--- src/rtl/dmem_pkg.sv ---
// Shared definitions for the data-memory arbiter: FSM encoding and owner ids.
package dmem_pkg;

    typedef enum logic [1:0] {
        IDLE    = 2'd0,
        ACCESS  = 2'd1,
        CAPTURE = 2'd2,
        DONE    = 2'd3
    } state_e;

    localparam logic OWN_CPU = 1'b0;
    localparam logic OWN_DBG = 1'b1;

endpackage

--- src/rtl/dmem_arbiter_if.sv ---
// Bundle of CPU, debug and memory-side signals around the data-memory arbiter.
interface dmem_arbiter_if #(
    parameter int unsigned AW = 4,
    parameter int unsigned DW = 8
);
    logic          cpu_req;
    logic          cpu_we;
    logic [AW-1:0] cpu_addr;
    logic [DW-1:0] cpu_wdata;
    logic          cpu_ack;
    logic [DW-1:0] cpu_rdata;
    logic          cpu_wait;

    logic          dbg_req;
    logic          dbg_we;
    logic [AW-1:0] dbg_addr;
    logic [DW-1:0] dbg_wdata;
    logic          dbg_ack;
    logic [DW-1:0] dbg_rdata;
    logic          dbg_lock;

    logic          mem_en;
    logic          mem_we;
    logic [AW-1:0] mem_addr;
    logic [DW-1:0] mem_wdata;
    logic [DW-1:0] mem_rdata;

    logic          owner;

    // Arbiter side.
    modport slave (
        input  cpu_req, cpu_we, cpu_addr, cpu_wdata,
        input  dbg_req, dbg_we, dbg_addr, dbg_wdata, dbg_lock,
        input  mem_rdata,
        output cpu_ack, cpu_rdata, cpu_wait,
        output dbg_ack, dbg_rdata,
        output mem_en, mem_we, mem_addr, mem_wdata,
        output owner
    );

    // Requesters and memory side.
    modport master (
        output cpu_req, cpu_we, cpu_addr, cpu_wdata,
        output dbg_req, dbg_we, dbg_addr, dbg_wdata, dbg_lock,
        output mem_rdata,
        input  cpu_ack, cpu_rdata, cpu_wait,
        input  dbg_ack, dbg_rdata,
        input  mem_en, mem_we, mem_addr, mem_wdata,
        input  owner
    );

endinterface

--- src/rtl/rr_pick2.sv ---
// Two-way grant decision: round-robin on a tie unless the debug lock forces debug.
module rr_pick2
    import dmem_pkg::*;
(
    input  logic req_cpu_i,
    input  logic req_dbg_i,
    input  logic last_owner_i,
    input  logic lock_i,
    output logic grant_valid_o,
    output logic grant_id_o
);

    always_comb begin
        grant_valid_o = req_cpu_i | req_dbg_i;
        grant_id_o    = OWN_CPU;
        if (req_cpu_i && req_dbg_i) begin
            grant_id_o = lock_i ? OWN_DBG : ~last_owner_i;
        end else if (req_dbg_i) begin
            grant_id_o = OWN_DBG;
        end
    end

endmodule

--- src/rtl/dmem_arbiter.sv ---
// Shares the single-port data memory between the CPU and the debug/loader port.
// Each grant runs IDLE -> ACCESS -> CAPTURE -> DONE; everything but cpu_wait is registered.
module dmem_arbiter
    import dmem_pkg::*;
#(
    parameter int unsigned AW = 4,
    parameter int unsigned DW = 8
) (
    input logic            clk,
    input logic            rst,
    dmem_arbiter_if.slave  bus
);

    state_e        state_q, state_d;
    logic          owner_q, owner_d;
    logic          we_q, we_d;
    logic [AW-1:0] addr_q, addr_d;
    logic [DW-1:0] wdata_q, wdata_d;
    logic          mem_en_q, mem_en_d;
    logic          mem_we_q, mem_we_d;
    logic          cpu_ack_q, cpu_ack_d;
    logic          dbg_ack_q, dbg_ack_d;
    logic [DW-1:0] cpu_rdata_q, cpu_rdata_d;
    logic [DW-1:0] dbg_rdata_q, dbg_rdata_d;

    logic grant_valid;
    logic grant_id;

    rr_pick2 u_pick (
        .req_cpu_i     (bus.cpu_req),
        .req_dbg_i     (bus.dbg_req),
        .last_owner_i  (owner_q),
        .lock_i        (bus.dbg_lock),
        .grant_valid_o (grant_valid),
        .grant_id_o    (grant_id)
    );

    always_comb begin
        state_d     = state_q;
        owner_d     = owner_q;
        we_d        = we_q;
        addr_d      = addr_q;
        wdata_d     = wdata_q;
        mem_en_d    = 1'b0;
        mem_we_d    = 1'b0;
        cpu_ack_d   = 1'b0;
        dbg_ack_d   = 1'b0;
        cpu_rdata_d = cpu_rdata_q;
        dbg_rdata_d = dbg_rdata_q;
        case (state_q)
            IDLE: begin
                if (grant_valid) begin
                    owner_d = grant_id;
                    if (grant_id == OWN_DBG) begin
                        we_d    = bus.dbg_we;
                        addr_d  = bus.dbg_addr;
                        wdata_d = bus.dbg_wdata;
                    end else begin
                        we_d    = bus.cpu_we;
                        addr_d  = bus.cpu_addr;
                        wdata_d = bus.cpu_wdata;
                    end
                    // Strobes are registered, so they are raised here to appear in ACCESS.
                    mem_en_d = 1'b1;
                    mem_we_d = we_d;
                    state_d  = ACCESS;
                end
            end
            ACCESS: state_d = CAPTURE;
            CAPTURE: begin
                if (!we_q) begin
                    if (owner_q == OWN_DBG) dbg_rdata_d = bus.mem_rdata;
                    else                    cpu_rdata_d = bus.mem_rdata;
                end
                if (owner_q == OWN_DBG) dbg_ack_d = 1'b1;
                else                    cpu_ack_d = 1'b1;
                state_d = DONE;
            end
            DONE:    state_d = IDLE;
            default: state_d = IDLE;
        endcase
    end

    always_ff @(posedge clk or posedge rst) begin
        if (rst) begin
            state_q     <= IDLE;
            owner_q     <= OWN_DBG;
            we_q        <= 1'b0;
            addr_q      <= '0;
            wdata_q     <= '0;
            mem_en_q    <= 1'b0;
            mem_we_q    <= 1'b0;
            cpu_ack_q   <= 1'b0;
            dbg_ack_q   <= 1'b0;
            cpu_rdata_q <= '0;
            dbg_rdata_q <= '0;
        end else begin
            state_q     <= state_d;
            owner_q     <= owner_d;
            we_q        <= we_d;
            addr_q      <= addr_d;
            wdata_q     <= wdata_d;
            mem_en_q    <= mem_en_d;
            mem_we_q    <= mem_we_d;
            cpu_ack_q   <= cpu_ack_d;
            dbg_ack_q   <= dbg_ack_d;
            cpu_rdata_q <= cpu_rdata_d;
            dbg_rdata_q <= dbg_rdata_d;
        end
    end

    assign bus.mem_en    = mem_en_q;
    assign bus.mem_we    = mem_we_q;
    assign bus.mem_addr  = addr_q;
    assign bus.mem_wdata = wdata_q;
    assign bus.cpu_ack   = cpu_ack_q;
    assign bus.dbg_ack   = dbg_ack_q;
    assign bus.cpu_rdata = cpu_rdata_q;
    assign bus.dbg_rdata = dbg_rdata_q;
    assign bus.owner     = owner_q;
    assign bus.cpu_wait  = bus.cpu_req & ~cpu_ack_q;

endmodule

--- src/flat_wrapper.sv ---
// flat-port wrapper written by rule: the top's interface ports become plain ports
module dmem_arbiter_flat import dmem_pkg::*;
#(
    parameter int unsigned AW = 4,
    parameter int unsigned DW = 8
)
  (clk, rst, bus_cpu_req, bus_cpu_we, bus_cpu_addr, bus_cpu_wdata, bus_dbg_req, bus_dbg_we, bus_dbg_addr, bus_dbg_wdata, bus_dbg_lock, bus_mem_rdata, bus_cpu_ack, bus_cpu_rdata, bus_cpu_wait, bus_dbg_ack, bus_dbg_rdata, bus_mem_en, bus_mem_we, bus_mem_addr, bus_mem_wdata, bus_owner);
  dmem_arbiter_if #(.AW(AW), .DW(DW)) bus_i ();
  input logic clk;
  input logic rst;
  input wire logic [$bits(bus_i.cpu_req)-1:0] bus_cpu_req;
  input wire logic [$bits(bus_i.cpu_we)-1:0] bus_cpu_we;
  input wire logic [$bits(bus_i.cpu_addr)-1:0] bus_cpu_addr;
  input wire logic [$bits(bus_i.cpu_wdata)-1:0] bus_cpu_wdata;
  input wire logic [$bits(bus_i.dbg_req)-1:0] bus_dbg_req;
  input wire logic [$bits(bus_i.dbg_we)-1:0] bus_dbg_we;
  input wire logic [$bits(bus_i.dbg_addr)-1:0] bus_dbg_addr;
  input wire logic [$bits(bus_i.dbg_wdata)-1:0] bus_dbg_wdata;
  input wire logic [$bits(bus_i.dbg_lock)-1:0] bus_dbg_lock;
  input wire logic [$bits(bus_i.mem_rdata)-1:0] bus_mem_rdata;
  output wire logic [$bits(bus_i.cpu_ack)-1:0] bus_cpu_ack;
  output wire logic [$bits(bus_i.cpu_rdata)-1:0] bus_cpu_rdata;
  output wire logic [$bits(bus_i.cpu_wait)-1:0] bus_cpu_wait;
  output wire logic [$bits(bus_i.dbg_ack)-1:0] bus_dbg_ack;
  output wire logic [$bits(bus_i.dbg_rdata)-1:0] bus_dbg_rdata;
  output wire logic [$bits(bus_i.mem_en)-1:0] bus_mem_en;
  output wire logic [$bits(bus_i.mem_we)-1:0] bus_mem_we;
  output wire logic [$bits(bus_i.mem_addr)-1:0] bus_mem_addr;
  output wire logic [$bits(bus_i.mem_wdata)-1:0] bus_mem_wdata;
  output wire logic [$bits(bus_i.owner)-1:0] bus_owner;
  assign bus_i.cpu_req = bus_cpu_req;
  assign bus_i.cpu_we = bus_cpu_we;
  assign bus_i.cpu_addr = bus_cpu_addr;
  assign bus_i.cpu_wdata = bus_cpu_wdata;
  assign bus_i.dbg_req = bus_dbg_req;
  assign bus_i.dbg_we = bus_dbg_we;
  assign bus_i.dbg_addr = bus_dbg_addr;
  assign bus_i.dbg_wdata = bus_dbg_wdata;
  assign bus_i.dbg_lock = bus_dbg_lock;
  assign bus_i.mem_rdata = bus_mem_rdata;
  assign bus_cpu_ack = bus_i.cpu_ack;
  assign bus_cpu_rdata = bus_i.cpu_rdata;
  assign bus_cpu_wait = bus_i.cpu_wait;
  assign bus_dbg_ack = bus_i.dbg_ack;
  assign bus_dbg_rdata = bus_i.dbg_rdata;
  assign bus_mem_en = bus_i.mem_en;
  assign bus_mem_we = bus_i.mem_we;
  assign bus_mem_addr = bus_i.mem_addr;
  assign bus_mem_wdata = bus_i.mem_wdata;
  assign bus_owner = bus_i.owner;
  dmem_arbiter #(.AW(AW), .DW(DW)) u_core (.clk(clk), .rst(rst), .bus(bus_i));
endmodule
--- config.mk ---
export PLATFORM = sky130hd
export DESIGN_NAME = dmem_arbiter_flat
export DESIGN_NICKNAME = d
export VERILOG_FILES = /design/src/rtl/dmem_pkg.sv /design/src/rtl/dmem_arbiter_if.sv /design/src/rtl/rr_pick2.sv /design/src/rtl/dmem_arbiter.sv /design/src/flat_wrapper.sv
export SDC_FILE = /design/constraint.sdc
export NUM_CORES = 1
export LEC_CHECK = 0
export BUFFER_PORTS_ARGS = -buffer_cell sky130_fd_sc_hd__buf_2
export CORE_MARGIN = 2
export CORE_UTILIZATION = 35
export DETAILED_ROUTE_END_ITERATION = 6
export GPL_ROUTABILITY_DRIVEN = 1
export PLACE_DENSITY_LB_ADDON = 0.25
export SLEW_MARGIN = 0
export SYNTH_ARGS = -nofsm -noshare
export SYNTH_HDL_FRONTEND = slang
export SYNTH_SLANG_ARGS = --single-unit
--- constraint.sdc ---
create_clock -name clk -period 4.24 [get_ports clk]
set_input_delay 0.212 -clock clk [delete_from_list [all_inputs] [get_ports clk]]
set_output_delay 0.212 -clock clk [all_outputs]
set_load 0.005 [all_outputs]
======== Word level (Yosys, flattened, before mapping) ========
Index checks and enable logic that the tools add are counted.
word-level totals
  register bits ........................... 36
  input port bits ......................... 39
  output and inout port bits .............. 34
  logic and storage cells ................. 41
cells by class
  eq/ne operators ......................... 4
  multiplexer cells ....................... 16
  bitwise gates (word level) .............. 5
  reduce and logical (&&, ||, !) cells .... 5
operator list
  kind                                                 number
  two-way mux 1 bit                                    12
  two-way mux 8 bit                                    1
  case mux 2 bit (4 select lines)                      1
  AND reduction 3 bit                                  2
  equality test 2 bit, second input constant           2
  two-way mux 4 bit                                    1
  NOT 1 bit                                            3
  equality test 2 x 1 -> 1 bit, second input constant  1
  zero test 2 bit                                      1
  two-way mux 2 bit                                    1
  != test 2 x 1 -> 1 bit, second input constant        1
  AND reduction 2 bit                                  1
  bitwise AND 1 bit                                    1
  logical AND 1 bit                                    1
  OR 1 bit                                             1

======== Longest topological paths before layout ========
Gate-level depths: netlist (run 1).
  word-level depth ........................ 6
  mapped depth ............................ 8
  gate-level depth less buffers ........... 6

======== Cells and area by module ========
Synthesis (run 1) repeated with hierarchy kept, for this count alone.
second synthesis, totals
  cell total of the unflattened synthesis .. 119
  area total of the unflattened synthesis .. 1539.0 um2
modules (own cells, without submodules)
  module        times used  cells an instance  area each (um2)  sequential area each (um2)
  dmem_arbiter  1           115                1519.0           902.1
  rr_pick2      1           4                  20.0             0.0

======== Least setup slack after synthesis (run 1) ========
Ideal clock, no wire load.
  kind .................................... reg-to-reg
  from .................................... reg u_core.state_q[0]
  to ...................................... reg u_core.cpu_rdata_q[0] (netlist: u_core.bus.cpu_rdata[0])
  library setup time ...................... 127 ps
  data arrival time ....................... 1314 ps
  data required time ...................... 4113 ps
  setup slack ............................. 2799 ps
  stages on the path, launching flop included .. 7
  path buffers ............................ 1
  clock period less this slack ............ 1441 ps
  path through ............................ dfrtp_1 > inv_1 > ha_1 > nor2b_1 > nor2b_1 > buf_4 > mux2_1
between the ends
  word-level cells in the longest chain between the ends .. 2
ends and longest elaborated chain
  element                               RTL line             RTL
  from (decl)                           dmem_arbiter.sv:14   state_e state_q, state_d;
  from (signal assigned)                dmem_arbiter.sv:98   state_q <= state_d;
  equality test 2 bit                   dmem_arbiter.sv:50   case (state_q)
  AND reduction 3 bit (no source line)  n/a
  to (signal assigned)                  dmem_arbiter.sv:107  cpu_rdata_q <= cpu_rdata_d;
  to (decl)                             dmem_arbiter.sv:23   logic [DW-1:0] cpu_rdata_q, cpu_rdata_d;
Every way passes these cells.
A chain may end at the register's enable or synchronous reset.

======== Worst setup path in the final report (run 1) ========
  from .................................... reg u_core.state_q[0]
  to ...................................... reg u_core.cpu_rdata_q[4] (netlist: u_core.bus.cpu_rdata[4])
The elaborated chain is that of the path after synthesis.

==> impl_metrics.yaml, run 1 <==
synthesis:
  syn_nets: 177
  yosysWarningCount: 0
  netlist_area_um2: 1660
  synth_top_area_share_pct: 52.8
  synthCells: 136
  seq_area_frac_synth_pct: 54.3
  synth_area_leaders: "dfrtp_1 53%, o211ai_2 7.5%, mux2_4 7.2%, nand2_1 5.9%, mux2_1 5.4%"
  synth_area_per_cell_um2: 12.2
  ys_types: 27
  synth_top_area_cell: "dfrtp_1"
  ys_ff_latch: 36
worst_setup_path:
  cp_slowest_stage_delay_ns: 0.65
  critPathLaunch: "u_core.state_q[0]$_DFFE_PP0P_"
  crit_buf_inv: 1
  cpMostUsedCell: "nor2b_1"
  crit_family: "simple AND/OR/NAND/NOR gates"
  start_kind: "register"
  cp.arrival_ns: 2.13
  cp_slowest_cell: "nor2b_1"
  crit_chain: "inv_1 -> ha_1 -> nor2b_1 -> nor2b_1 -> mux2_1"
  required_ns: 4.40
  r2r_start: "u_core.state_q[0]$_DFFE_PP0P_"
  crit_type: "register to register"
  crit_fanout: 8
  end_kind: "register"
drt:
  met3WireLength_um: 291
  detail-route-antenna-nets: 0
  drt-met1-wl_mm: 1.63
  drc: 0
  routed-via-count: 1253
  via_per_inst: 4.80
  highest_layer: "met4"
  drt-initial-drc-count: 60
  wl_mm: 3.59
  dr.pass1.iters: 4
  route.met2.wl_mm: 1.65
  wire_per_inst_um: 13.8
grt:
  grt_max_degree: 37
  grt_pass1_wl_mm: 5.86
  grt_pass1_vias: 1258
  grt_antenna_before_repair: 0
  grt_overflow_total: 0
  grt_use_total_pct: 14.3
floorplanning:
  fp.dieH_um: 72.9
  core.rowCount: 25
  ioPinCount: 73
  initial_utilization_pct: 35.6
  core_um2: 4660
  die-width_um: 72.9
  dieArea_um2: 5310
flow_run:
  drv_cap: 0
clock_tree:
  clkLatencyLatePin_ns: 0.28
  cts_setup_buffers: 0
  cts_resized: 0
  clockBufferDepth: 2
  htree_levels: 2
  clk_pin_slew_worst_paths_ns: 0.08
  cts-buffers-inserted: 5
  cts_tree: "yes"
  ctsHoldBuffers: 0
  clkSinkCount: 36
  cts-root-buf: "clkbuf_8"
timing:
  fin_crit_ns: 1.97
  rsz0062_at_grt: "false"
  relSlewSlack_pct: 47.2
  fin_crit_sh_pct: 46.5
  final_hold_viol_count: 0
  finalMaxSlewViolations: 0
  finalSetupViolations: 0
  fmax_mhz: 507
  worst_slew_pin_slew_ns: 0.791
  clock_skew_ns: 0.00652
  tns_ns: 0
status:
  outcome: "complete, no violations"
power:
  ir_worst_vdd_mv: 0.312
  leakage_uw: 0.00112
  power.density_nw_per_um2: 749
placement:
  routabilityCongestion: 0.739
  place_inst: 253
  place_hpwl_mm: 2.58
  place.port_buffers: 72
final_layout:
  drive_gt1_share_pct: 50.7
  syn2layout_area_growth_pct: 32.0
  insertedDiodeCount: 0
  final_nets: 247
  final_cell_mix: "72 x buf_2, 35 x dfrtp_1, 26 x nand2_1"
  fin_cells: 261
  final_common_cell: "buf_2"
worst_hold_path:
  hp-class: "input pin to asynchronous set/reset pin"
==> sequential cells by signal, summed over array words and instances, names as in the netlist <==
signal and cells:
u_core.state_q 2, u_core.bus.mem_addr 4, u_core.bus.cpu_ack 1, u_core.bus.mem_we 1, u_core.bus.cpu_rdata 8, u_core.bus.dbg_ack 1, u_core.we_q 1, u_core.bus.mem_wdata 8
u_core.bus.dbg_rdata 8, u_core.bus.mem_en 1, u_core.bus.owner 1
==> logic make-up after synthesis <==
family | synth area share, %
flip-flops | 54.3
adder cells (fa/ha/maj) | 1.51
AO/OA/AOI/OAI | 10.8
multiplexers | 13.3
AND/OR/NAND/NOR | 15.1
buffers and inverters | 4.90
==> metal layers <==
layer	up-vias	GRT usage [%]
met3	2	5.66
met2	53	22.6
met5	-	0
li1	615	-
met4	0	4.94
met1	583	17.9
==> worst min-delay path: cells and delay by family <==
family                 cells  cell delay [ns]
buffers and inverters      3             0.53
==> cell usage after synthesis <==
| master | instances |
|---|---|
| nand3b_2 | 1 |
| buf_4 | 1 |
| nand3b_1 | 1 |
| mux2_4 | 8 |
| dfrtp_1 | 35 |
| and2_1 | 1 |
| mux2_2 | 1 |
| a211oi_1 | 1 |
| clkbuf_1 | 2 |
| nor2b_1 | 3 |
| o21ai_4 | 1 |
| buf_6 | 2 |
| o211ai_1 | 2 |
| buf_2 | 5 |
| nor2_1 | 2 |
| and2_4 | 1 |
| nand2b_1 | 2 |
| nand4_1 | 13 |
| inv_1 | 4 |
| a31oi_1 | 1 |
| ha_1 | 2 |
| a22o_1 | 1 |
| nand2_1 | 26 |
| dfstp_2 | 1 |
| o211ai_2 | 10 |
| mux2_1 | 8 |
| inv_2 | 1 |
==> path summary, 6_finish.rpt <==
path	to	slack [ns]	depth (start not counted)
max	u_core.bus.cpu_rdata[4]$_DFFE_PP0P_	2.27	5
min	u_core.bus.mem_en$_DFF_PP0_	0.02	3
max reg2reg	u_core.bus.cpu_rdata[4]$_DFFE_PP0P_	2.27	5
min reg2reg	u_core.bus.cpu_rdata[3]$_DFFE_PP0P_	0.48	1
max in group asynchronous	u_core.bus.owner$_DFFE_PP1P_	3.87	3
min in group clk	u_core.bus.cpu_rdata[1]$_DFFE_PP0P_	0.15	2
==> area by class of cell <==
cell class                      count  area [um2]
Clock inverter                      3        90.1
Inverter                            5        18.8
Fill cell                         444        2470
Multi-Input combinational cell     85         677
Tap cell                           54        67.6
Timing Repair Buffer               73         368
Sequential cell                    36         902
Clock buffer                        5        68.8
==> through the flow <==
| step | setup slack, ns | util, % | power [uW] | hold WS, ns | cell area, um2 |
|---|---|---|---|---|---|
| floorplan | 2.80 | - | 1010 | 0.347 | 1660 |
| global placement | 2.28 | 43.6 | 1230 | 0.339 | 2030 |
| CTS | 2.22 | 47.0 | 1670 | 0.0268 | 2190 |
| global route | 2.10 | 47.0 | 1770 | 0.0574 | 2190 |
| detailed placement | 2.23 | 43.6 | 1240 | 0.346 | 2030 |
| finish | 2.27 | 47.0 | 1640 | 0.0227 | 2190 |
==> power breakdown <==
| group | internal (uW) | switching, uW | leakage, uW |
|---|---|---|---|
| Clock | 294 | 125 | 0.0000784 |
| Combinational | 322 | 295 | 0.000612 |
| Sequential | 519 | 86.1 | 0.000432 |
Power figures use the tool's default switching activity.
==> run 2, diff against run 1 <==
clock period = 1.95 ns   (was 4.24 ns; I/O delays follow)
==> run 2 against run 1 <==
Compared with the run above: clock skew down 0.0026 ns; via count is 2.9% higher; maximum frequency is 28% higher; cell area increased by 0.34%; critical path depth is 1 higher; sequential share of layout area fell by 0.14 points; final cell count rose by 1.9%; worst hold slack improved by 0.015 ns; clock-buffer cell count increased by 2; first-iteration DRC count shrank 6.7%; wire length shrank 0.22%; critical path type unchanged; highest routed layer unchanged.
==> impl_metrics.yaml, run 2 (synthesis gave the netlist of run 1 again) <==
placement:
  routabilityCongestion: 0.744
  place.port_buffers: 72
  place_hpwl_mm: 2.62
  place_inst: 257
timing:
  fin_crit_sh_pct: 79.3
  fmax_mhz: 647
  relSlewSlack_pct: 69.7
  finalMaxSlewViolations: 0
  final_hold_viol_count: 0
  rsz0062_at_grt: "false"
  tns_ns: 0
  finalSetupViolations: 0
  worst_slew_pin_slew_ns: 0.454
  clock_skew_ns: 0.00391
  fin_crit_ns: 1.55
final_layout:
  insertedDiodeCount: 0
  fillers: 428
  drive_gt1_share_pct: 51.4
  syn2layout_area_growth_pct: 32.5
  final_cell_mix: "72 x buf_2, 35 x dfrtp_1, 26 x nand2_1"
  final_nets: 252
  final_common_cell: "buf_2"
  fin_cells: 266
clock_tree:
  clkSinkCount: 36
  cts-buffers-inserted: 5
  cts_tree: "yes"
  clk_pin_slew_worst_paths_ns: 0.07
  clockBufferDepth: 2
  cts_setup_buffers: 0
  cts-root-buf: "clkbuf_8"
  clkLatencyLatePin_ns: 0.29
  htree_levels: 2
flow_run:
  drv_cap: 0
power:
  ir_worst_vdd_mv: 0.560
  leakage_uw: 0.00113
  p_int_uw: 2310
  power.density_nw_per_um2: 1550
  power_frac_clock_pct: 21.0
  p_switching_uw: 1090
  pwr-share-comb_pct: 40.0
  seq_power_share_pct: 38.9
  switching_share_pct: 32.1
worst_setup_path:
  r2r_start: "u_core.state_q[0]$_DFFE_PP0P_"
  end_kind: "register"
  start_kind: "register"
  crit_type: "register to register"
  crit_fanout: 8
  cpMostUsedCell: "nor2b_1"
  cp_slowest_stage_delay_ns: 0.36
  crit_chain: "inv_1 -> ha_1 -> nor2b_1 -> nor2b_1 -> buf_4 -> mux2_1"
  cp.arrival_ns: 1.72
  critPathLaunch: "u_core.state_q[0]$_DFFE_PP0P_"
  cp_slowest_cell: "dfrtp_1"
  required_ns: 2.12
floorplanning:
  ioPinCount: 73
  core.rowCount: 25
  die-width_um: 72.9
  dieArea_um2: 5310
  fp.dieH_um: 72.9
  initial_utilization_pct: 35.6
  core_um2: 4660
drt:
  via_per_inst: 4.85
  wire_per_inst_um: 13.5
  drt-initial-drc-count: 56
  drc: 0
  routed-via-count: 1289
  wl_mm: 3.58
  dr.pass1.iters: 4
  detail-route-antenna-nets: 0
grt:
  grt_antenna_before_repair: 0
  grt_pass1_vias: 1258
  busiest_layer: "met2"
  grt_pass1_wl_mm: 6.04
  met3_usage_pct: 4.97
  grt_use_met2_pct: 21.9
  use_met1_pct: 19.5
  grt_max_degree: 37
  grt_use_total_pct: 14.9
  grt_overflow_total: 0
worst_hold_path:
  worstHoldStart: "bus_mem_rdata[5]"
  hp-class: "input pin to register"
status:
  outcome: "complete, no violations"
==> run 2: power groups by stage <==
| stage | Combinational [uW] | Sequential, uW | Clock (uW) |
|---|---|---|---|
| floorplan | 847 | 1350 | 0 |
| global placement | 1360 | 1340 | 0 |
| detailed placement | 1390 | 1340 | 0 |
| CTS | 1390 | 1330 | 743 |
| global route | 1540 | 1370 | 769 |
| finish | 1360 | 1330 | 716 |
==> run 2: cell type report <==
type	count	area, um2	share of cell area [%]
Sequential cell	36	902	41.0
Multi-Input combinational cell	85	677	30.8
Timing Repair Buffer	78	408	18.5
Clock buffer	7	96.3	4.38
Tap cell	54	67.6	3.07
Clock inverter	1	30.0	1.37
Inverter	5	18.8	0.853
==> run 2: per-stage QoR <==
step                cell area [um2]  util [%]  setup slack [ns]  total power, uW  hold WS (ns)
floorplan                      1660         -             0.509             2200         0.232
global placement               2060      44.3             0.447             2700         0.227
detailed placement             2060      44.3             0.398             2730         0.236
CTS                            2200      47.2             0.383             3460        0.0322
global route                   2200      47.2             0.264             3690        0.0375
finish                         2200      47.2             0.405             3410        0.0382
==> run 2: routing by layer <==
metal / vias to the layer above / share of wire (%)
met5: - / 0
met3: 8 / 8.3
li1: 625 / -
met1: 597 / 45
met4: 0 / 1.7
met2: 59 / 45
==> run 2: what timing repair did <==
| item | CTS | global route |
|---|---|---|
| resized for setup | 0 | 0 |
| endpoints found under the hold margin | 35 | 0 |
| hold buffers | 1 | 0 |
==> run 2: path summary, 6_finish.rpt <==
kind,to,cells after the start,slack [ns]
setup / recovery,u_core.bus.cpu_rdata[2]$_DFFE_PP0P_,6,0.40
hold / removal,u_core.bus.cpu_rdata[5]$_DFFE_PP0P_,2,0.04
setup reg to reg,u_core.bus.cpu_rdata[2]$_DFFE_PP0P_,6,0.40
hold reg to reg,u_core.bus.cpu_rdata[4]$_DFFE_PP0P_,1,0.49
max in group asynchronous,u_core.bus.owner$_DFFE_PP1P_,4,1.16
min in group asynchronous,u_core.bus.mem_addr[0]$_DFFE_PP0P_,4,0.45
==> run 2: critical path, delay by kind of cell, from the launching register on <==
| kind | cells | cell delay (ns) |
|---|---|---|
| adder cells (fa/ha/maj) | 1 | 0.18 |
| buffers and inverters | 2 | 0.26 |
| flip-flops | 1 | 0.36 |
| multiplexers | 1 | 0.33 |
| AND/OR/NAND/NOR | 2 | 0.29 |
==> run 3, diff against run 2 <==
clock period = 1.53 ns   (was 1.95 ns; I/O delays follow)
==> run 3 against run 2 <==
Compared with the run above: sequential share of layout area shrank 1.1 points; cell area up 2.7%; maximum frequency is 3.8% higher; final cell count increased by 1.1%; wire length increased by 1.2%; via count increased by 1.6%; critical endpoint is now u_core.bus.cpu_rdata[3]$_DFFE_PP0P_; highest routed layer unchanged.
==> impl_metrics.yaml, run 3 (synthesis gave the netlist of run 1 again) <==
drt:
  wire_per_inst_um: 13.5
  routed-via-count: 1310
  dr.pass1.iters: 4
  wl_mm: 3.62
  drt-initial-drc-count: 44
  detail-route-antenna-nets: 0
  via_per_inst: 4.87
  drc: 0
clock_tree:
  htree_levels: 2
  clkSinkCount: 36
  cts-buffers-inserted: 5
  clockBufferDepth: 2
  cts-root-buf: "clkbuf_8"
  clk_pin_slew_worst_paths_ns: 0.07
  cts_tree: "yes"
  clkLatencyLatePin_ns: 0.28
floorplanning:
  dieArea_um2: 5310
  initial_utilization_pct: 35.6
  die-width_um: 72.9
  ioPinCount: 73
  fp.dieH_um: 72.9
  core.rowCount: 25
  core_um2: 4660
final_layout:
  final_nets: 255
  final_area_um2: 2260
  multi_input_area_um2: 724
  syn2layout_area_growth_pct: 36.0
  insertedDiodeCount: 0
  fin_util_pct: 48.5
  drive_gt1_share_pct: 57.2
  final_common_cell: "buf_2"
  seqCellArea_um2: 902
  fillers: 423
  final_cell_mix: "72 x buf_2, 35 x dfrtp_1, 26 x nand2_1"
worst_setup_path:
  cpMostUsedCell: "nor2b_4"
  crit_buf_inv: 2
  cp_slowest_stage_delay_ns: 0.36
  crit_family: "flip-flops"
  crit_chain: "inv_1 -> ha_2 -> nor2b_4 -> nor2b_4 -> buf_8 -> mux2_1"
  cp_slowest_cell: "dfrtp_1"
  crit_fanout: 8
  crit_type: "register to register"
  required_ns: 1.69
  r2r_start: "u_core.state_q[0]$_DFFE_PP0P_"
  start_kind: "register"
  end_kind: "register"
  reg2reg_slack_ns: 0.04
  reg2reg_to: "u_core.bus.cpu_rdata[3]$_DFFE_PP0P_"
  cp.arrival_ns: 1.65
  rr_worst_depth: 6
grt:
  grt_pass1_wl_mm: 5.77
  grt_pass1_vias: 1219
  grt_antenna_before_repair: 0
  grt_use_total_pct: 13.8
  grt_overflow_total: 0
  grt_max_degree: 37
placement:
  place.port_buffers: 72
  place_hpwl_mm: 2.53
  placed_cell_area_um2: 2090
  routabilityCongestion: 0.711
timing:
  fin_crit_sh_pct: 97.3
  worst_slew_pin_slew_ns: 0.452
  finalSetupViolations: 0
  relSlewSlack_pct: 69.9
  fin_crit_ns: 1.49
  hold_ws_ns: 0.0359
  final_hold_viol_count: 0
  finalMaxSlewViolations: 0
  fmax_mhz: 671
  rsz0062_at_grt: "true"
  tns_ns: 0
  clock_skew_ns: 0.00305
power:
  power.density_nw_per_um2: 1940
  pwr-share-comb_pct: 45.5
  seq_power_share_pct: 38.7
  power_frac_clock_pct: 15.8
  p_int_uw: 2930
  p_total_uw: 4380
  p_switching_uw: 1460
  ir_worst_vdd_mv: 0.622
  leakage_uw: 0.00116
  switching_share_pct: 33.2
worst_hold_path:
  worstHoldStart: "bus_mem_rdata[7]"
  worstHoldEndpoint: "u_core.bus.cpu_rdata[7]$_DFFE_PP0P_"
  holdPathStages: 2
  hp-class: "input pin to register"
flow_run:
  drv_cap: 0
status:
  outcome: "complete, no violations"
## run 3: worst max path at each step
stage	to	slack [ns]	start	cells after the start
after detailed placement	u_core.bus.cpu_rdata[6]$_DFFE_PP0P_	-0.0004	u_core.state_q[0]$_DFFE_PP0P_	6
after floorplan	u_core.bus.cpu_rdata[0]$_DFFE_PP0P_	0.09	u_core.state_q[0]$_DFFE_PP0P_	6
final	u_core.bus.cpu_rdata[3]$_DFFE_PP0P_	0.04	u_core.state_q[0]$_DFFE_PP0P_	6
after global routing	u_core.bus.cpu_rdata[3]$_DFFE_PP0P_	-0.01	u_core.state_q[0]$_DFFE_PP0P_	6
after global placement	u_core.bus.cpu_rdata[1]$_DFFE_PP0P_	0.06	u_core.state_q[0]$_DFFE_PP0P_	6
after CTS	u_core.bus.cpu_rdata[6]$_DFFE_PP0P_	0.01	u_core.state_q[0]$_DFFE_PP0P_	6
## run 3: layer usage
layer / track usage [%] / routed length [um] / vias to the layer above
li1: - / - / 631
met1: 19.9 / 1710 / 612
met2: 20.3 / 1590 / 63
met3: 3.87 / 279 / 4
met4: 4.32 / 38 / 0
met5: 0 / 0 / -
## run 3: cell type report
class,instances,share of cell area [%]
inverter,5,0.942
sequential,36,39.9
timing repair buffer,81,19.9
clock inverter,2,0.443
tap,54,2.99
multi-input combinational,85,32.1
clock buffer,6,3.66
## run 3: worst register-to-register path, stage by stage, from the launching register on
cell	delay, ns
dfrtp_1	0.36
inv_1	0.07
ha_2	0.18
nor2b_4	0.14
nor2b_4	0.15
buf_8	0.14
mux2_1	0.33
## run 3: timing repair
action / CTS / global route
endpoints found under the hold margin: 35 / 0
gates cloned: 0 / 0
hold buffers: 1 / 0
endpoints found under the setup margin: 4 / 22
gates resized for setup: 1 / 15
setup buffers: 0 / 1
## run 3: stage by stage
step	instances	setup WS [ns]
2_1_floorplan	136	0.0889
3_3_place_gp	259	0.0564
3_5_place_dp	259	-0.000444
4_1_cts	268	0.0140
5_1_grt	269	-0.0121
6_report	269	0.0408
## run 3: power groups by stage
stage / registers, uW / logic [uW] / clock network (uW)
after global placement: 1710 / 1790 / 0
after CTS: 1690 / 1840 / 709
after detailed placement: 1690 / 1830 / 0
after floorplan: 1720 / 1080 / 0
final: 1700 / 1990 / 692
after global routing: 1770 / 2220 / 754
